`config.mk`:
```
export PLATFORM = sky130hd
export DESIGN_NAME = pipe_stall_ctrl
export DESIGN_NICKNAME = d
export VERILOG_FILES = /design/src/rtl/pipe_stall_ctrl_pkg.sv /design/src/rtl/pipe_stall_ctrl_mc_down_counter.sv /design/src/rtl/pipe_stall_ctrl.sv
export SDC_FILE = /design/constraint.sdc
export NUM_CORES = 1
export LEC_CHECK = 0
export CORE_MARGIN = 2
export CORE_UTILIZATION = 28
export CTS_BUF_LIST = sky130_fd_sc_hd__clkbuf_4
export DETAILED_ROUTE_END_ITERATION = 6
export GPL_TIMING_DRIVEN = 0
export MAX_ROUTING_LAYER = met4
export PLACE_DENSITY = 0.58
export SLEW_MARGIN = 30
export SYNTH_ARGS = -nofsm -noshare
export SYNTH_HDL_FRONTEND = slang
export SYNTH_SLANG_ARGS = --single-unit
```
`constraint.sdc`:
```
create_clock -name clk -period 2.3 [get_ports clk]
set_input_delay 0.46 -clock clk [delete_from_list [all_inputs] [get_ports clk]]
set_output_delay 0.46 -clock clk [all_outputs]
set_load 0.03 [all_outputs]
```
`src/rtl/pipe_stall_ctrl_pkg.sv`:
```
// Shared definitions for the pipeline stall controller: stall bit indices,
// hold-vector constants and controller state encodings.
package pipe_stall_ctrl_pkg;

  typedef logic [5:0] stall_bus_t;

  localparam int STALL_PC  = 0;
  localparam int STALL_IF  = 1;
  localparam int STALL_ID  = 2;
  localparam int STALL_EX  = 3;
  localparam int STALL_MEM = 4;

  localparam stall_bus_t StallNone = 6'b000000;
  localparam stall_bus_t StallId   = 6'b000111;
  localparam stall_bus_t StallEx   = 6'b001111;

  typedef enum logic [1:0] {
    CtrlRun    = 2'd0,
    CtrlMcWait = 2'd1,
    CtrlFlush  = 2'd2
  } ctrl_state_e;

endpackage

```
`src/rtl/pipe_stall_ctrl_mc_down_counter.sv`:
```
// Loadable down-counter with zero flag; holds at zero instead of wrapping.
module mc_down_counter #(
  parameter int W = 6
) (
  input  logic         clk,
  input  logic         rst,
  input  logic         load_i,
  input  logic [W-1:0] load_val_i,
  input  logic         dec_i,
  output logic [W-1:0] cnt_o,
  output logic         zero_o
);

  logic [W-1:0] cnt_q;
  logic [W-1:0] cnt_d;

  always_comb begin
    cnt_d = cnt_q;
    if (load_i) begin
      cnt_d = load_val_i;
    end else if (dec_i && (cnt_q != '0)) begin
      cnt_d = cnt_q - W'(1);
    end
  end

  always_ff @(posedge clk) begin
    if (rst) begin
      cnt_q <= '0;
    end else begin
      cnt_q <= cnt_d;
    end
  end

  assign cnt_o  = cnt_q;
  assign zero_o = (cnt_q == '0);

endmodule

```
`src/rtl/pipe_stall_ctrl.sv`:
```
// Pipeline stall/flush controller for the 5-stage core.
// Optional stall-cycle perf counter enabled by defining STALL_PERF_EN.
module pipe_stall_ctrl
  import pipe_stall_ctrl_pkg::*;
#(
  parameter int MC_CNT_W = 6,
  parameter int STALL_W  = 6
) (
  input  logic                clk,
  input  logic                rst,
  input  logic                stallreq_id_i,
  input  logic                ex_mc_start_i,
  input  logic [MC_CNT_W-1:0] ex_mc_cycles_i,
  input  logic                flush_i,
  output logic [STALL_W-1:0]  stall_o,
  output logic                flush_o,
  output logic                ex_mc_busy_o,
  output logic                ex_mc_done_o,
  output logic [31:0]         stall_cycles_o
);

  ctrl_state_e         state_q;
  ctrl_state_e         state_d;
  stall_bus_t          stall_d;
  logic                flush_d;
  logic                busy_d;
  logic                done_d;
  logic                cnt_load;
  logic [MC_CNT_W-1:0] cnt_load_val;
  logic                cnt_dec;
  logic [MC_CNT_W-1:0] cnt;
  logic                cnt_zero;

  mc_down_counter #(.W(MC_CNT_W)) u_mc_cnt (
    .clk        (clk),
    .rst        (rst),
    .load_i     (cnt_load),
    .load_val_i (cnt_load_val),
    .dec_i      (cnt_dec),
    .cnt_o      (cnt),
    .zero_o     (cnt_zero)
  );

  // Priority: flush, then multi-cycle op, then decode load-use bubble.
  always_comb begin
    state_d      = state_q;
    stall_d      = StallNone;
    flush_d      = 1'b0;
    busy_d       = 1'b0;
    done_d       = 1'b0;
    cnt_load     = 1'b0;
    cnt_load_val = '0;
    cnt_dec      = 1'b0;
    case (state_q)
      CtrlRun: begin
        if (flush_i) begin
          flush_d = 1'b1;
          state_d = CtrlFlush;
        end else if (ex_mc_start_i && (ex_mc_cycles_i >= MC_CNT_W'(2))) begin
          stall_d      = StallEx;
          cnt_load     = 1'b1;
          cnt_load_val = ex_mc_cycles_i - MC_CNT_W'(2);
          state_d      = CtrlMcWait;
        end else if (ex_mc_start_i) begin
          done_d = (ex_mc_cycles_i == MC_CNT_W'(1));
        end else if (stallreq_id_i) begin
          stall_d = StallId;
        end
      end
      CtrlMcWait: begin
        busy_d = 1'b1;
        if (flush_i) begin
          flush_d  = 1'b1;
          cnt_load = 1'b1;
          state_d  = CtrlFlush;
        end else if (cnt_zero) begin
          done_d  = 1'b1;
          state_d = CtrlRun;
        end else begin
          stall_d = StallEx;
          cnt_dec = 1'b1;
        end
      end
      CtrlFlush: begin
        if (flush_i) begin
          flush_d = 1'b1;
          state_d = CtrlFlush;
        end else begin
          state_d = CtrlRun;
        end
      end
      default: begin
        state_d = CtrlRun;
      end
    endcase
  end

  always_ff @(posedge clk) begin
    if (rst) begin
      state_q <= CtrlRun;
    end else begin
      state_q <= state_d;
    end
  end

  assign stall_o      = rst ? '0 : STALL_W'(stall_d);
  assign flush_o      = rst ? 1'b0 : flush_d;
  assign ex_mc_busy_o = rst ? 1'b0 : busy_d;
  assign ex_mc_done_o = rst ? 1'b0 : done_d;

`ifdef STALL_PERF_EN
  logic [31:0] perf_q;
  logic [31:0] perf_d;

  // Saturating count of cycles in which id/ex is held.
  always_comb begin
    perf_d = perf_q;
    if (stall_o[STALL_ID] && (perf_q != 32'hFFFF_FFFF)) begin
      perf_d = perf_q + 32'd1;
    end
  end

  always_ff @(posedge clk) begin
    if (rst) begin
      perf_q <= '0;
    end else begin
      perf_q <= perf_d;
    end
  end

  assign stall_cycles_o = rst ? 32'h0 : perf_q;
`else
  assign stall_cycles_o = 32'h0;
`endif

endmodule

```
==> results.sh, run 1 <==
export IMPL_grtUsageTotal_pct=11.4
export IMPL_finalCritPeriodShare_pct=97.3
export IMPL_path_clk_slew_ns=0.06
export IMPL_synth_warnings=0
export IMPL_place_congestion=0.808
export IMPL_cts_buffer_depth=2
export IMPL_grt_pass1_wl_um=3620
export IMPL_fmax_mhz=447
export IMPL_grt_util_met1_pct=14.6
export IMPL_clock_latency_ns=0.25
export IMPL_fin_hold_ws_ns=0.493
export IMPL_slew_violations=0
export IMPL_seq_area_frac_synth_pct=16.2
export IMPL_cts_sinks=8
export IMPL_use_met3_pct=0.536
export IMPL_timing_rr_start="state_q[1]"
export IMPL_cp_max_fo=4
export IMPL_synth_edf_count=0
export IMPL_worstSetupPathType="in2out"
export IMPL_synth_cell_types=33
export IMPL_cts_tree="built"
export IMPL_use_met2_pct=18.2
export IMPL_final_cell_area_sq_mm=0.00142
export IMPL_start_kind="primary input"
export IMPL_maxCapViolations=0
export IMPL_ant_nets=0
export IMPL_wl_per_cell_um=9.28
export IMPL_drive_gt1_share_pct=36.8
export IMPL_synth_area_top_cells="buf_4 27%, dfxtp_1 16%, ha_1 7.6%"
export IMPL_cts_buffers_inserted=3
export IMPL_dr_pass1_iters=4
export IMPL_via_per_inst=4.02
export IMPL_nets=201
export IMPL_required_ns=1.84
export IMPL_ios=52
export IMPL_top_usage_layer="met2"
export IMPL_yosysTopAreaCellShare_pct=27.4
export IMPL_core_area_sq_mm=0.00336
export IMPL_fill_cells=392
export IMPL_drtIter0Drc=40
export IMPL_start_util_pct=29.4
export IMPL_async_reset_ff_share_pct=0
export IMPL_multiInputGateArea_sq_um=691
export IMPL_cp_startpoint="ex_mc_cycles_i[2]"
export IMPL_grt_overflow=0
export IMPL_hold_path_class="in2reg"
export IMPL_placed_cell_area_sq_mm=0.00135
export IMPL_synthFlopType="dfxtp_1"
export IMPL_hold_violations=0
export IMPL_drc=0
export IMPL_min_period_ns=2.24
export IMPL_hold_start="ex_mc_cycles_i[1]"
export IMPL_antenna_found_initial=0
export IMPL_worst_clock_skew_ns=0.00184
export IMPL_ir_drop_mv=0.142
export IMPL_hpwl_um=1670
export IMPL_fin_util_pct=42.3
export IMPL_yosys_top_cells_count="36 x buf_4, 11 x inv_1, 8 x dfxtp_1"
export IMPL_synth_area_sq_um=987
export IMPL_grt_pass1_vias=801
export IMPL_synth_seq_cells=8
export IMPL_dieWidth_um=63.4
export IMPL_row_count=21
export IMPL_ctsHoldBuffers=0
export IMPL_io_buffers=17
export IMPL_cts_root_buf="clkbuf_4"
export IMPL_grt_setup_unrepaired="false"
export IMPL_antenna_cells=0
export IMPL_totalWireLength_um=2120
export IMPL_regArea_sq_um=161
export IMPL_power_leakage_nw=0.731
export IMPL_status="finished clean"
export IMPL_fp_dieH_um=63.4
export IMPL_setup_viol=0
export IMPL_cp_end_kind="output port"
export IMPL_vias=917
export IMPL_syn_area_per_cell_sq_um=7.83
export IMPL_ctsHtreeMaxLevel=1
export IMPL_powerDensity_mw_per_mm2=420
export IMPL_worstPathArrival_ns=1.78
export IMPL_syn2layout_area_growth_pct=44.2
export IMPL_netlist_instances=126
export IMPL_die_area_sq_mm=0.00402
export IMPL_grt_max_degree=11
export IMPL_yosysTopAreaCell="buf_4"
export IMPL_yosysMostFrequentCell="buf_4"
## cell families (layout without fill, tap and decap cells)
family                     count (synthesis)  count (layout)  share of synthesized area, %
buffers and inverters                     49              72                          33.1
AOI/OAI and AO/OA                         28              28                          22.3
and+or+nand+nor                           28              28                          14.8
DFF                                        8               8                          16.2
adders and majority gates                  6               6                          7.60
xor gates and xnor gates                   4               4                          3.55
muxes                                      2               2                          2.03
other                                      1              34                         0.380
## routing by layer
metal  part of all wire (%)  vias up
met5                      0        -
met3                    5.3        2
li1                       -      481
met2                     48       29
met4                    1.3        0
met1                     45      405
## cells in the final DEF, fill, tap and decap left out, types with 5 or more instances in the layout
cell type,count
inv_1,11
nor2_1,6
conb_1,34
buf_4,42
dfxtp_1,7
ha_1,6
dlygate4sd2_1,5
## layout make-up
cell class / count / area share [%]
Inverter: 11 / 2.90
Multi-Input combinational cell: 102 / 48.5
Timing Repair Buffer: 20 / 11.3
Sequential cell: 8 / 11.3
Buffer: 38 / 20.3
Clock buffer: 3 / 1.58
Tap cell: 46 / 4.04
## through the flow
stage | TNS (ns) | worst slack [ns] | total power, W | instances
2_1_floorplan | 0 | 0.143 | 0.000409 | 159
3_3_place_gp | -3.91 | -0.740 | 0.000466 | 222
3_5_place_dp | -3.89 | -0.725 | 0.000468 | 222
4_1_cts | 0 | 0.00591 | 0.000591 | 227
5_1_grt | 0 | 0.00552 | 0.000640 | 228
6_report | 0 | 0.0618 | 0.000598 | 228
## final timing paths
| path | end | slack [ns] | cells past startpoint |
|---|---|---|---|
| hold / removal | u_mc_cnt.cnt_o[1] | 0.49 | 2 |
| hold reg to reg | state_q[1] | 0.53 | 2 |
| setup reg to reg | u_mc_cnt.cnt_o[5] | 0.67 | 6 |
| setup / recovery | stall_o[3] | 0.06 | 5 |
## power breakdown
group          internal (W)  total [W]  leakage [nW]  switching (W)
Clock             0.0000601   0.000113        0.0138      0.0000530
Sequential         0.000152   0.000167        0.0662      0.0000152
Combinational      0.000131   0.000318         0.651       0.000187
Total              0.000343   0.000598         0.731       0.000255
## state kept, by name (all words and copies together) (netlist names)
register	flops
state_q	2
u_mc_cnt.cnt_o	6
## critical path: stages
cell	delay (ns)
dlygate4sd2_1	0.29
or4_4	0.52
o211ai_1	0.23
a21oi_1	0.10
buf_4	0.18
## repair_timing
item,in CTS,in global routing
buffers inserted,2,1
endpoints found under the setup margin,7,5
pin swaps,3,2
resized for setup,38,15
No activity file was read; power rests on OpenSTA's default activity.
==> run 2: changes to the inputs <==
--- a/config.mk
+++ b/config.mk
@@ -9,7 +9,6 @@
 export CORE_UTILIZATION = 28
 export CTS_BUF_LIST = sky130_fd_sc_hd__clkbuf_4
 export DETAILED_ROUTE_END_ITERATION = 6
-export GPL_TIMING_DRIVEN = 0
 export MAX_ROUTING_LAYER = met4
 export PLACE_DENSITY = 0.58
 export SLEW_MARGIN = 30
==> run 2 against run 1 <==
  * Power decreased by 5.2%
  * Core utilization decreased by 5.8 points
  * Count of clock-buffer cells in the layout unchanged
  * Critical endpoint unchanged
  * Die area unchanged
==> results.sh, run 2 (synthesis results as in run 1) <==
export IMPL_cp_end_kind="output port"
export IMPL_fmax_mhz=452
export IMPL_largest_reg_flops=6
export IMPL_finalCritPeriodShare_pct=96.1
export IMPL_totalWireLength_um=2130
export IMPL_antenna_found_initial=0
export IMPL_path_clk_slew_ns=0.06
export IMPL_power_share_switching_pct=43.8
export IMPL_hold_violations=0
export IMPL_ios=52
export IMPL_status="finished clean"
export IMPL_fp_dieH_um=63.4
export IMPL_intPower_w=0.000319
export IMPL_ant_nets=0
export IMPL_slew_violations=0
export IMPL_powerDensity_mw_per_mm2=461
export IMPL_start_util_pct=29.4
export IMPL_cts_buffer_depth=2
export IMPL_seq_power_share_pct=28.8
export IMPL_via_per_inst=4.16
export IMPL_power_switching_w=0.000248
export IMPL_cts_root_buf="clkbuf_4"
export IMPL_ctsHoldBuffers=0
export IMPL_clkPwrFrac_pct=20.1
export IMPL_ctsHtreeMaxLevel=1
export IMPL_core_area_sq_mm=0.00336
export IMPL_crit_buf_inv=2
export IMPL_vias=861
export IMPL_grt_overflow=0
export IMPL_drtIter0Drc=23
export IMPL_place_congestion=0.773
export IMPL_worstPathArrival_ns=1.75
export IMPL_min_period_ns=2.21
export IMPL_ir_drop_mv=0.173
export IMPL_dp_cells=203
export IMPL_grt_setup_unrepaired="false"
export IMPL_cts_sinks=8
export IMPL_power_leakage_nw=0.578
export IMPL_worstSetupPathType="in2out"
export IMPL_hold_path_class="reg2reg"
export IMPL_setup_viol=0
export IMPL_cts_buffers_inserted=3
export IMPL_syn2layout_area_growth_pct=24.6
export IMPL_dr_pass1_iters=4
export IMPL_clock_latency_ns=0.26
export IMPL_cts_tree="built"
export IMPL_path_cells="dlygate4sd2_1, or4_4, o211ai_1, a21oi_1, buf_4"
export IMPL_start_kind="primary input"
export IMPL_required_ns=1.84
export IMPL_grtUsageTotal_pct=11.5
export IMPL_worst_clock_skew_ns=0.00656
export IMPL_cp_startpoint="ex_mc_cycles_i[1]"
export IMPL_drive_gt1_share_pct=24.8
export IMPL_dieWidth_um=63.4
export IMPL_stdcell_count=207
export IMPL_wl_per_cell_um=10.3
export IMPL_grt_max_degree=11
export IMPL_max_stage_delay_ns=0.53
export IMPL_crit_family="simple AND/OR/NAND/NOR gates"
export IMPL_p_comb_share_pct=51.2
export IMPL_grt_pass1_wl_um=3560
export IMPL_io_buffers=17
export IMPL_fin_hold_ws_ns=0.542
export IMPL_setup_ws_ns=0.0899
export IMPL_hold_start="u_mc_cnt.cnt_o[2]"
export IMPL_timing_rr_start="state_q[1]"
export IMPL_final_common_cell="conb_1"
export IMPL_hpwl_um=1770
export IMPL_critPathSlowestCell="or4_4"
export IMPL_row_count=21
export IMPL_antenna_cells=0
export IMPL_final_cell_mix="34 x conb_1, 27 x buf_4, 11 x inv_1, 8 x dfxtp_1"
export IMPL_preCtsSetupSlack_ns=-0.523
export IMPL_maxCapViolations=0
export IMPL_cp_max_fo=2
export IMPL_drc=0
export IMPL_grt_pass1_vias=785
export IMPL_die_area_sq_mm=0.00402
export IMPL_nets=180
[run 2: changes by cell type in the layout (fill, tap and decap cells not counted), sizes merged]
cell	delta
buf	-18
clkbuf	-3
clkdlybuf4s50	+1
dlygate4sd2	-1
[run 2: area by class of cell]
| cell class | count | area (sq um) |
|---|---|---|
| Clock buffer | 3 | 22.5 |
| Timing Repair Buffer | 37 | 300 |
| Fill cell | 395 | 2130 |
| Multi-Input combinational cell | 102 | 648 |
| Inverter | 11 | 41.3 |
| Tap cell | 46 | 57.6 |
| Sequential cell | 8 | 160 |
[run 2: per-layer routing]
metal	wire (um)	share of wire [%]	up-vias	GRT usage, %
met3	116	5.4	4	1.25
met2	1010	47	35	18.6
met5	0	0	-	-
li1	-	-	435	-
met1	954	45	387	14.3
met4	49	2.3	0	5.71
[run 2: what timing repair did]
| item | in CTS | in global routing |
|---|---|---|
| setup endpoints to repair | 5 | 2 |
| pin swaps | 3 | 1 |
| resized for setup | 12 | 2 |
| buffers inserted | 1 | 0 |
[run 2: worst register-to-register path, delay by kind of cell (launching register included)]
family | cells | cell delay (ns)
compound gates | 3 | 0.76
fa+ha+maj | 1 | 0.19
buf+inv | 2 | 0.25
flops | 1 | 0.31
simple gates | 1 | 0.19
[run 2: power groups by stage]
stage | clock [W] | sequential, W | combinational (W)
2_1_floorplan | 0 | 0.000165 | 0.000244
3_3_place_gp | 0 | 0.000165 | 0.000283
3_5_place_dp | 0 | 0.000166 | 0.000287
4_1_cts | 0.000119 | 0.000163 | 0.000290
5_1_grt | 0.000125 | 0.000166 | 0.000318
6_report | 0.000114 | 0.000163 | 0.000290
[run 2: final timing paths]
check | to | slack, ns | cells after the start
max | stall_o[3] | 0.09 | 5
min | u_mc_cnt.cnt_o[2] | 0.54 | 2
max reg2reg | u_mc_cnt.cnt_o[5] | 0.53 | 7
min reg2reg | u_mc_cnt.cnt_o[2] | 0.54 | 2
[run 2: per-stage QoR]
step | area (sq um) | total power, W | utilization, % | TNS (ns)
finish | 1230 | 0.000567 | 36.6 | 0
global route | 1230 | 0.000608 | 36.6 | 0
CTS | 1220 | 0.000572 | 36.4 | 0
detailed placement | 1190 | 0.000453 | 35.3 | -1.72
global placement | 1190 | 0.000448 | 35.3 | -1.39
floorplan | 1120 | 0.000409 | - | 0
